`src/rtl/mem_port_arbiter.sv`:
```
// Arbitrates one single-port memory between instruction fetch (read-only) and the data stage.
// Data has fixed priority, bounded by a starvation counter; a watchdog aborts hung accesses.
module mem_port_arbiter #(
   parameter int unsigned ADDR_W         = 32,
   parameter int unsigned DATA_W         = 32,
   parameter int unsigned STARVE_LIMIT   = 4,
   parameter int unsigned TIMEOUT_CYCLES = 64
) (
   input  logic              clk,
   input  logic              reset,
   input  logic              if_req,
   input  logic [ADDR_W-1:0] if_addr,
   output logic [DATA_W-1:0] if_rdata,
   output logic              if_done,
   output logic              if_stall,
   input  logic              d_req,
   input  logic              d_we,
   input  logic [ADDR_W-1:0] d_addr,
   input  logic [DATA_W-1:0] d_wdata,
   output logic [DATA_W-1:0] d_rdata,
   output logic              d_done,
   output logic              d_stall,
   output logic              mem_req,
   output logic              mem_we,
   output logic [ADDR_W-1:0] mem_addr,
   output logic [DATA_W-1:0] mem_wdata,
   input  logic [DATA_W-1:0] mem_rdata,
   input  logic              mem_ready,
   output logic              bus_err
);

   localparam logic [1:0] StIdle  = 2'd0;
   localparam logic [1:0] StBusyD = 2'd1;
   localparam logic [1:0] StBusyI = 2'd2;

   localparam int unsigned WaitW    = (TIMEOUT_CYCLES > 1) ? $clog2(TIMEOUT_CYCLES) : 1;
   localparam bit          WdogEn   = (TIMEOUT_CYCLES != 0);
   localparam logic [WaitW-1:0] WaitLast =
      WaitW'((TIMEOUT_CYCLES == 0) ? 0 : TIMEOUT_CYCLES - 1);
   localparam logic [3:0]  StarveMax = 4'(STARVE_LIMIT);

   logic [1:0]        state_q, state_d;
   logic [3:0]        starve_cnt_q, starve_cnt_d;
   logic [WaitW-1:0]  wait_cnt_q, wait_cnt_d;
   logic              bus_err_q, bus_err_d;
   logic              mem_req_q, mem_req_d;
   logic              mem_we_q, mem_we_d;
   logic [ADDR_W-1:0] mem_addr_q, mem_addr_d;
   logic [DATA_W-1:0] mem_wdata_q, mem_wdata_d;

   logic busy, timeout, finish, grant_i, grant_d;

   always_comb begin
      busy    = (state_q != StIdle);
      // Watchdog fires on the last allowed wait cycle, only while the memory is still stalling.
      timeout = WdogEn && busy && !mem_ready && (wait_cnt_q == WaitLast);
      finish  = busy && (mem_ready || timeout);
      grant_i = (state_q == StIdle) && if_req && (!d_req || (starve_cnt_q == StarveMax));
      grant_d = (state_q == StIdle) && !grant_i && d_req;

      if_done  = (state_q == StBusyI) && finish;
      d_done   = (state_q == StBusyD) && finish;
      if_rdata = (if_done && mem_ready) ? mem_rdata : '0;
      d_rdata  = (d_done && mem_ready && !mem_we_q) ? mem_rdata : '0;
      if_stall = if_req && !if_done;
      d_stall  = d_req && !d_done;

      mem_req   = mem_req_q;
      mem_we    = mem_we_q;
      mem_addr  = mem_addr_q;
      mem_wdata = mem_wdata_q;
      bus_err   = bus_err_q;
   end

   always_comb begin
      state_d      = state_q;
      starve_cnt_d = starve_cnt_q;
      wait_cnt_d   = wait_cnt_q;
      bus_err_d    = bus_err_q;
      mem_req_d    = mem_req_q;
      mem_we_d     = mem_we_q;
      mem_addr_d   = mem_addr_q;
      mem_wdata_d  = mem_wdata_q;

      case (state_q)
         StIdle: begin
            wait_cnt_d = '0;
            if (grant_i) begin
               state_d      = StBusyI;
               mem_req_d    = 1'b1;
               mem_we_d     = 1'b0;
               mem_addr_d   = if_addr;
               mem_wdata_d  = '0;
               starve_cnt_d = '0;
            end else if (grant_d) begin
               state_d     = StBusyD;
               mem_req_d   = 1'b1;
               mem_we_d    = d_we;
               mem_addr_d  = d_addr;
               mem_wdata_d = d_wdata;
               if (if_req && (starve_cnt_q != StarveMax)) begin
                  starve_cnt_d = starve_cnt_q + 4'd1;
               end
            end
         end
         StBusyD, StBusyI: begin
            if (finish) begin
               state_d    = StIdle;
               mem_req_d  = 1'b0;
               wait_cnt_d = '0;
               if (timeout) begin
                  bus_err_d = 1'b1;
               end
            end else begin
               wait_cnt_d = wait_cnt_q + WaitW'(1);
            end
         end
         default: begin
            state_d   = StIdle;
            mem_req_d = 1'b0;
         end
      endcase
   end

   always_ff @(posedge clk or negedge reset) begin
      if (!reset) begin
         state_q      <= StIdle;
         starve_cnt_q <= '0;
         wait_cnt_q   <= '0;
         bus_err_q    <= 1'b0;
         mem_req_q    <= 1'b0;
         mem_we_q     <= 1'b0;
         mem_addr_q   <= '0;
         mem_wdata_q  <= '0;
      end else begin
         state_q      <= state_d;
         starve_cnt_q <= starve_cnt_d;
         wait_cnt_q   <= wait_cnt_d;
         bus_err_q    <= bus_err_d;
         mem_req_q    <= mem_req_d;
         mem_we_q     <= mem_we_d;
         mem_addr_q   <= mem_addr_d;
         mem_wdata_q  <= mem_wdata_d;
      end
   end

endmodule

```
`config.mk`:
```
export PLATFORM = sky130hd
export DESIGN_NAME = mem_port_arbiter
export DESIGN_NICKNAME = d
export VERILOG_FILES = /design/src/rtl/mem_port_arbiter.sv
export SDC_FILE = /design/constraint.sdc
export NUM_CORES = 1
export LEC_CHECK = 0
export ABC_AREA = 1
export CAP_MARGIN = 30
export CORE_UTILIZATION = 39
export CTS_CLUSTER_DIAMETER = 120
export DETAILED_ROUTE_END_ITERATION = 12
export PLACE_DENSITY = 0.82
export SLEW_MARGIN = 20
export SYNTH_ARGS = -nofsm -noshare
export SYNTH_HDL_FRONTEND = slang
export SYNTH_SLANG_ARGS = --single-unit
```
`constraint.sdc`:
```
create_clock -name clk -period 4.7 [get_ports clk]
set_input_delay 0.94 -clock clk [delete_from_list [all_inputs] [get_ports clk]]
set_output_delay 0.94 -clock clk [all_outputs]
set_load 0.005 [all_outputs]
```
Word level (Yosys, flattened, before mapping):

Cells that the tools add are included.

* add/sub/neg operators: 2
* eq/ne operators: 7
* mux-type cells: 21
* reduce and logical (&&, ||, !) cells: 33

Operators by type and width (number)
* 2-to-1 mux 32 bit: 6
* logical AND 1 bit: 15
* 2-to-1 mux 4 bit: 3
* case mux 6 bit (2 select lines): 1
* nonzero test 2 bit: 4
* adder 6 x 1 -> 6 bit, second input constant: 1
* == test 6 bit, second input constant: 1
* zero test 1 bit: 6
* 2-to-1 mux 2 bit: 3
* 2-to-1 mux 6 bit: 1
* AND reduction 3 bit: 2
* 2-to-1 mux 1 bit: 5
* adder 4 x 1 -> 4 bit, second input constant: 1
* == test 4 x 3 -> 1 bit, second input constant: 1
* inequality test 4 x 3 -> 1 bit, second input constant: 1
* case mux 2 bit (2 select lines): 1
* AND reduction 2 bit: 2
* inequality test 3 bit, second input constant: 1
* == test 2 x 1 -> 1 bit, second input constant: 1
* == test 2 bit, second input constant: 1
* zero test 2 bit: 1
* logical OR 1 bit: 2
* inequality test 2 bit, second input constant: 1
* case mux 1 bit (2 select lines): 1
* OR reduction 2 bit: 1

* register bits after elaboration: 79
* bits of input ports: 134
* output and inout bits: 135
* word-level logic and storage cells: 71

Depth between registers and ports, before layout:

Gate-level depths: netlist of the first run.

* depth after elaboration: 9
* mapped depth: 11
* mapped depth without buffers: 9

Least setup slack after synthesis of the first run:

OpenSTA, ideal clock, no wires.

* path type: input-to-output
* start point: in mem_ready
* end point: out if_rdata[10]
* arrival: 1.521 ns
* data required time: 3.760 ns
* setup slack: 2.239 ns
* cell stages on the path: 5
* buffers on the path: 1
* cell sequence: o21bai_2 > nor2_4 > nand2_4 > buf_6 > nor2_2

* cells in the longest elaborated chain, start to end: 8

RTL lines
* start, declared: RTL line 28 `input logic mem_ready,`
* zero test 1 bit: RTL line 56 `timeout = WdogEn && busy && !mem_ready && (wait_cnt_q == WaitLast);`
* logical AND 1 bit (2 in a row): RTL line 56
* logical OR 1 bit *: RTL line 57 `finish = busy && (mem_ready || timeout);`
* logical AND 1 bit *: RTL line 57
* logical AND 1 bit *: RTL line 61 `if_done = (state_q == StBusyI) && finish;`
* net if_done: RTL line 14 `output logic if_done,`
* logical AND 1 bit *: RTL line 63 `if_rdata = (if_done && mem_ready) ? mem_rdata : '0;`
* 2-to-1 mux 32 bit *: RTL line 63
* end, declared: RTL line 13 `output logic [DATA_W-1:0] if_rdata,`

The timed path passes the listed nets; every way through them passes the cells marked *.

Worst setup path after layout of the first run:

* start point: in mem_ready
* end point: out if_rdata[28]

* cells in the longest elaborated chain, start to end: 8

RTL lines (RTL line)
* zero test 1 bit: 56
* logical AND 1 bit (2 in a row): 56
* logical OR 1 bit: 57
* logical AND 1 bit: 57
* logical AND 1 bit: 61
* logical AND 1 bit *: 63
* 2-to-1 mux 32 bit *: 63

Mark *: on every way between the ends. The rest lies on a longest branch, timed or not.

==> summary.txt, run 1 <==
Pwr
  • Sw Ratio: approximately a third
  • Clock network power share: 15.1%
  • Psw: about 1.1 mW
  • Comb power frac: 48.5%
  • IR drop worst, VDD: 0.000302 V
  • Cell internal pwr: 2.11 mW
  • Power density cells: around 460 mW/mm^2
  • Sequential group share of total power: 36.4%
  • P_leak: about 3.4 nW

Clock tree
  • CTS tree: done
  • Clock transition at path regs: 0.08 ns
  • Clk sinks: 79
  • Hold_buf cts: 0
  • Clock latency on the worst-skew pair: 0.34 ns
  • Clock root cell: clkbuf_8
  • CTS resizes: 0
  • Num CTS Buffers: 9
  • Setup Fix Bufs, Post-CTS: 0
  • CTS Buffer Depth: 2
  • Max H-tree Level: 3

Synthesis
  • Netlist cell types: 27
  • Register area share after synthesis: between 40% and 50%
  • Post-Synthesis Cell Area: 0.00407 mm^2
  • Syn avg cell area: between 7 and 8 um^2
  • Post-Syn Nets: ~700
  • Warnings, synthesis: 0
  • Post-synthesis mux area share: 0%
  • Xor/xnor cell area share of the yosys netlist: 0.861%
  • Largest family of logic cells by synthesized area: simple AND/OR/NAND/NOR gates
  • Count of state elements after synthesis: 79
  • Synth Area in Adders: between 2 and 2.5%
  • Synth Area in Simple Gates: 27.1%
  • Synth Instances: 548
  • Synth Area in Compound Gates: just under 10%

Layout
  • Nets: 944
  • Layout filler cell count: 790
  • Final Core Density: 70.4%
  • Share of cells above drive strength 1: 4.83%
  • Synth-to-Final Area Change: 72.2%
  • Commonest cells after routing, fill and taps aside: clkdlybuf4s50_1 (267), nand2_1 (183), inv_1 (80), dfrtp_1 (79), o21ai_0 (65)
  • Non-filler cells, final: about 940
  • Multi-input gate area: 0.00163 mm^2
  • Commonest non-fill, non-tap cell in the layout: clkdlybuf4s50_1
  • Reg area: 0.00198 mm^2
  • Design area: 0.00701 mm^2

Route
  • Pre-antenna DRT Iters: 5
  • DRC violation count after routing: 0
  • Vias: between 4000 and 5000
  • Drt initial violations: 193
  • DRT antenna net count: 0
  • WL per Instance: 13.3 um
  • WL final: 12600 um
  • Post-DR vias/cell: 4.56

Timing
  • Fin Clk Skew: 0.00756 ns
  • Period minus WS final: 3.72 ns
  • Unrepaired setup endpoints after global routing: no
  • Max_slew headroom: 55.5%
  • Final hold viol count: 0
  • Final period util: around 80%
  • Final Max Slew Viols: 0
  • Setup TNS: 0 ns
  • Max frequency: 269 MHz
  • Least-Margin Pin Slew: between 0.6 and 0.7 ns
  • Final setup violation count: 0

Placed design
  • Buffers on Ports: 268
  • Placed wire-length estimate: 9840 um
  • DP Area: 0.00680 mm^2
  • Placer Congestion: around 0.97
  • DP Cell Count: between 900 and 1000

Global routing
  • Pin count of the biggest net entering global routing: 80
  • First-pass GRT wire length: 20100 um
  • Grt total ovfl: 0
  • Vias in the first global route: 4211
  • All-Layer GR Usage: a little under a quarter
  • Antenna violations before repair: 1

Critical path
  • Reg-to-reg setup timing slack: 2.32 ns
  • CP endpoint kind: output pin
  • Crit path kind: input port to output pin
  • Arrival @ worst endpoint: 2.78 ns
  • CP Launch Type: input port
  • Worst Path Required: 3.76 ns
  • Peak fanout along the critical path: 32

Die
  • FP Rows: 36
  • Core area: 0.00995 mm^2
  • Effective utilization at floorplan: ~41%
  • Die height: between 100 and 150 um
  • Die Span X: about 100 um
  • I/O pins: 269
  • Die footprint: between 0.01 and 0.015 mm^2

Run status
  • Outcome: completed

Job
  • Maximum capacitance violations: 0

Worst hold path
  • Hold WC Path Type: flop to flop
## cell families after synthesis
logic type	after synthesis
AO/OA/AOI/OAI	77
XOR/XNOR	4
adder cells (fa/ha/maj)	7
AND/OR/NAND/NOR	272
buffers and inverters	109
flip-flops	79
## power groups by stage
stage | combinational [mW] | clock [mW] | sequential [mW]
2_1_floorplan | 0.616 | 0 | 1.19
5_1_grt | 1.73 | 0.529 | 1.21
3_5_place_dp | 1.58 | 0 | 1.18
4_1_cts | 1.59 | 0.502 | 1.18
3_3_place_gp | 1.54 | 0 | 1.17
6_report | 1.57 | 0.490 | 1.18
## state kept, by name, summed over array words and instances (netlist names)
register and cells:
bus_err 1, mem_addr 32, mem_req 1, mem_wdata 32, mem_we 1, starve_cnt_q 4
state_q 2, wait_cnt_q 6
## critical path, stage by stage
cell and delay (ns):
clkdlybuf4s50_1 0.59, o21bai_2 0.16, nor2_4 0.15, nand2_4 0.22, nor2_1 0.18, clkdlybuf4s50_1 0.53
## layer usage
layer | routed length, um | track usage, % | up-vias | part of all wire [%]
met5 | 0 | 0 | - | 0
met4 | 348 | 8.27 | 0 | 2.8
met3 | 887 | 6.70 | 22 | 7.1
li1 | - | - | 2153 | -
met1 | 4540 | 23.4 | 1941 | 36
met2 | 6800 | 44.6 | 179 | 54
## path summary, 6_finish.rpt
path	startpoint	to	depth (start not counted)
worst max-delay path	mem_ready	if_rdata[28]	6
worst min-delay path	bus_err$_DFFE_PN0P_	bus_err$_DFFE_PN0P_	1
worst max register to register	state_q[0]$_DFFE_PN0P_	mem_wdata[26]$_DFFE_PN0P_	9
worst min register to register	bus_err$_DFFE_PN0P_	bus_err$_DFFE_PN0P_	1
max in group asynchronous	reset	mem_wdata[17]$_DFFE_PN0P_	2
min in group asynchronous	reset	mem_wdata[19]$_DFFE_PN0P_	1
## synth_stat cells
| library cell | n | share of area [%] |
|---|---|---|
| buf_2 | 8 | 0.98 |
| inv_4 | 1 | 0.15 |
| nor3_1 | 2 | 0.25 |
| nand3_1 | 9 | 1.1 |
| clkbuf_1 | 12 | 1.1 |
| o21ai_2 | 1 | 0.22 |
| buf_4 | 2 | 0.37 |
| nor2_2 | 11 | 1.7 |
| a31o_2 | 1 | 0.22 |
| ha_1 | 7 | 2.2 |
| o21bai_2 | 1 | 0.28 |
| dfrtp_1 | 79 | 49 |
| nand2_1 | 183 | 17 |
| a21oi_1 | 4 | 0.49 |
| inv_1 | 80 | 7.4 |
| xnor2_1 | 2 | 0.43 |
| inv_2 | 1 | 0.092 |
| o21ai_0 | 65 | 8.0 |
| a21o_1 | 1 | 0.18 |
| buf_6 | 5 | 1.4 |
| nor2_1 | 59 | 5.4 |
| nor2_4 | 1 | 0.28 |
| xor2_1 | 2 | 0.43 |
| nand2_4 | 3 | 0.83 |
| nand2_2 | 1 | 0.15 |
| o21ai_1 | 4 | 0.49 |
| nand4_1 | 3 | 0.46 |
## stage by stage
step                power [mW]  hold WS, ns  worst slack [ns]
finish                    3.23        0.480             0.977
global route              3.47        0.502             0.846
CTS                       3.27        0.483             0.987
detailed placement        2.76        0.468             0.988
global placement          2.71        0.452              1.07
floorplan                 1.81        0.465              2.24
## layout make-up
cell class	instances	area share, %
diodes	1	0.0357
clock buffers	12	2.07
clock inverters	4	0.643
well taps	133	2.37
repair buffers	271	38.9
multi-input cells	360	23.3
inverters	82	4.43
flip-flops and latches	79	28.2
No activity file was read; power rests on OpenSTA's default activity.
==> inputs of run 2 (changes only) <==
- CORE_ASPECT_RATIO: unset -> 1.25
- CORE_UTILIZATION: 39 -> 33
- PLACE_DENSITY: 0.82 -> 0.74
- clock period: 4.7 -> 3.08 ns (I/O delays scaled with it)
==> summary.txt, run 2 (synthesized netlist as in run 1, its figures left out) <==
Run status
  • Outcome: completed

Layout
  • Commonest cells after routing, fill and taps aside: clkdlybuf4s50_1 (266), nand2_1 (183), inv_1 (80), dfrtp_1 (79), o21ai_0 (65)
  • Synth-to-Final Area Change: 77.2%
  • Commonest non-fill, non-tap cell in the layout: clkdlybuf4s50_1
  • Nets: 949 (+0.53%)
  • Share of cells above drive strength 1: 5.66% (+0.83 points)

Critical path
  • CP endpoint kind: output pin
  • Reg-to-reg setup timing slack: 0.91 ns (-1.41 ns)
  • Critical Path Max Stage Delay: 0.51 ns (-0.08 ns)
  • FF-to-FF path depth: 10 (+1)
  • R2R Path Start: state_q[0]$_DFFE_PN0P_
  • Peak fanout along the critical path: 32 (unchanged)
  • Worst path cell trace: ha_1 -> nand3_1 -> nor2_2 -> o21bai_2 -> nor2_4 -> nand2_8 -> nor2_1 -> clkdlybuf4s50_1
  • Arrival @ worst endpoint: 2.28 ns (-0.50 ns)
  • Slowest CP cell: clkdlybuf4s50_1
  • Crit path kind: flop to output pin
  • Worst Path Required: 2.46 ns (-1.30 ns)
  • CP Launch Type: flop
  • Worst r2r dst: mem_we$_DFFE_PN0P_

Global routing
  • First-pass GRT wire length: 20200 um (+0.62%)
  • Pin count of the biggest net entering global routing: 46 (-43%)
  • Vias in the first global route: 4156 (-1.3%)
  • Grt total ovfl: 0 (unchanged)
  • All-Layer GR Usage: 20.7% (-2.5 points)
  • Antenna violations before repair: 3 (+2)

Route
  • Post-DR vias/cell: 4.45 (-2.4%)
  • WL per Instance: 13.5 um (+1.4%)
  • Vias: 4351 (+1.3%)
  • DRT antenna net count: 0 (unchanged)
  • Drt initial violations: 152 (-21%)
  • WL final: 13200 um (+5.3%)
  • DRC violation count after routing: 0 (unchanged)
  • Pre-antenna DRT Iters: 5 (unchanged)

Job
  • Maximum capacitance violations: 0 (unchanged)

Pwr
  • IR drop worst, VDD: 0.000347 V (+15%)
  • P_leak: 3.49 nW (+2.0%)
  • Pwr Total: 5.27 mW (+63%)
  • Power density cells: 730 mW/mm^2 (+58%)

Timing
  • Least-Margin Pin Slew: 0.656 ns (-0.00975 ns)
  • Max frequency: 345 MHz
  • Period minus WS final: slightly below 3 ns
  • Fin Clk Skew: 0.00784 ns (+0.000274 ns)
  • Setup TNS: 0 ns (unchanged)
  • Max_slew headroom: 56.1% (+0.65 points)
  • Final period util: 94.1%
  • Final setup violation count: 0 (unchanged)
  • Final hold viol count: 0 (unchanged)
  • Final Max Slew Viols: 0 (unchanged)
  • Unrepaired setup endpoints after global routing: no

Die
  • Effective utilization at floorplan: 33.6% (-7.3 points)
  • I/O pins: 269 (unchanged)
  • Die footprint: 0.0128 mm^2 (+18%)
  • Die height: 126 um (+21%)
  • Die Span X: 101 um (-2.7%)
  • Core area: 0.0121 mm^2 (+22%)
  • FP Rows: 45 (+25%)

Clock tree
  • Num CTS Buffers: 9 (unchanged)
  • Setup Fix Bufs, Post-CTS: 0 (unchanged)
  • Clock transition at path regs: 0.07 ns (about the same)
  • Clk sinks: 79 (unchanged)
  • Max H-tree Level: 3 (unchanged)
  • CTS tree: done
  • Clock root cell: clkbuf_16
  • Hold_buf cts: 0 (unchanged)
  • Clock latency on the worst-skew pair: 0.33 ns (about the same)
  • CTS Buffer Depth: 2 (unchanged)

Placed design
  • Placed wire-length estimate: 10700 um (+8.3%)
  • Placer Congestion: 0.782 (-19%)
  • Buffers on Ports: 268 (unchanged)

Worst hold path
  • Hold WC Path Type: input port to asynchronous set/reset pin
run 2: cell types whose count changed in the layout (fill, tap and decap cells not counted), moves of 2 or more:
cell / change
clkbuf_8: -10
clkbuf_16: +9
buf_4: +3
buf_12: +2
clkbuf_1: -2
clkinv_2: -2
clkinv_4: +2
clkinvlp_4: +2
run 2: how the worst max path moves through the flow:
stage                                   start      endpoint  cells after the start
finish              wait_cnt_q[1]$_DFFE_PN0P_  if_rdata[14]                      8
floorplan              state_q[0]$_DFFE_PN0P_  if_rdata[11]                      8
global route           state_q[0]$_DFFE_PN0P_  if_rdata[23]                      7
detailed placement                  mem_ready  if_rdata[14]                      6
CTS                                 mem_ready  if_rdata[14]                      6
global placement                    mem_ready  if_rdata[13]                      6
run 2: critical path: cells and delay by family (launching register included):
family / cells / cell delay (ns)
flops: 1 / 0.38
buf+inv: 1 / 0.51
simple gates: 5 / 0.75
fa+ha+maj: 1 / 0.21
compound gates: 1 / 0.10
run 2: final cells by class:
cell class	instances	area [um^2]
multi-input cells	360	1640
well taps	164	205
inverters	82	310
fillers	1070	4890
flip-flops and latches	79	1980
clock inverters	7	57.6
clock buffers	9	225
repair buffers	276	2790
diodes	1	2.50
run 2: timing repair:
action | in CTS | in global routing
setup endpoints to repair | 0 | 32
endpoints found under the hold margin | 0 | 0
resized for setup | 0 | 2
run 2: routing by layer:
layer	routed length (um)	vias up	track usage (%)	share of wire, %
li1	-	2168	-	-
met1	4760	1973	20.5	36
met2	7030	190	39.2	53
met3	1170	18	6.94	8.8
met4	263	2	7.16	2.0
met5	12	-	0	0.091
run 2: where the power goes:
| part | switching (mW) | internal [mW] | total, mW |
|---|---|---|---|
| sequential | 0.278 | 1.52 | 1.80 |
| clock | 0.442 | 0.555 | 0.997 |
| combinational | 1.11 | 1.36 | 2.47 |
| total | 1.83 | 3.44 | 5.27 |
run 2: stage by stage:
stage | instances | hold WS (ns) | utilization (%) | setup slack, ns | area (um^2)
after CTS | 977 | 0.268 | 59.5 | 0.0144 | 7200
after global placement | 960 | 0.461 | 57.0 | 0.118 | 6900
after global routing | 977 | 0.289 | 59.6 | 0.00354 | 7210
after detailed placement | 961 | 0.464 | 57.1 | 0.0131 | 6920
after floorplan | 548 | 0.320 | - | 1.01 | 4070
final | 978 | 0.258 | 59.6 | 0.182 | 7210
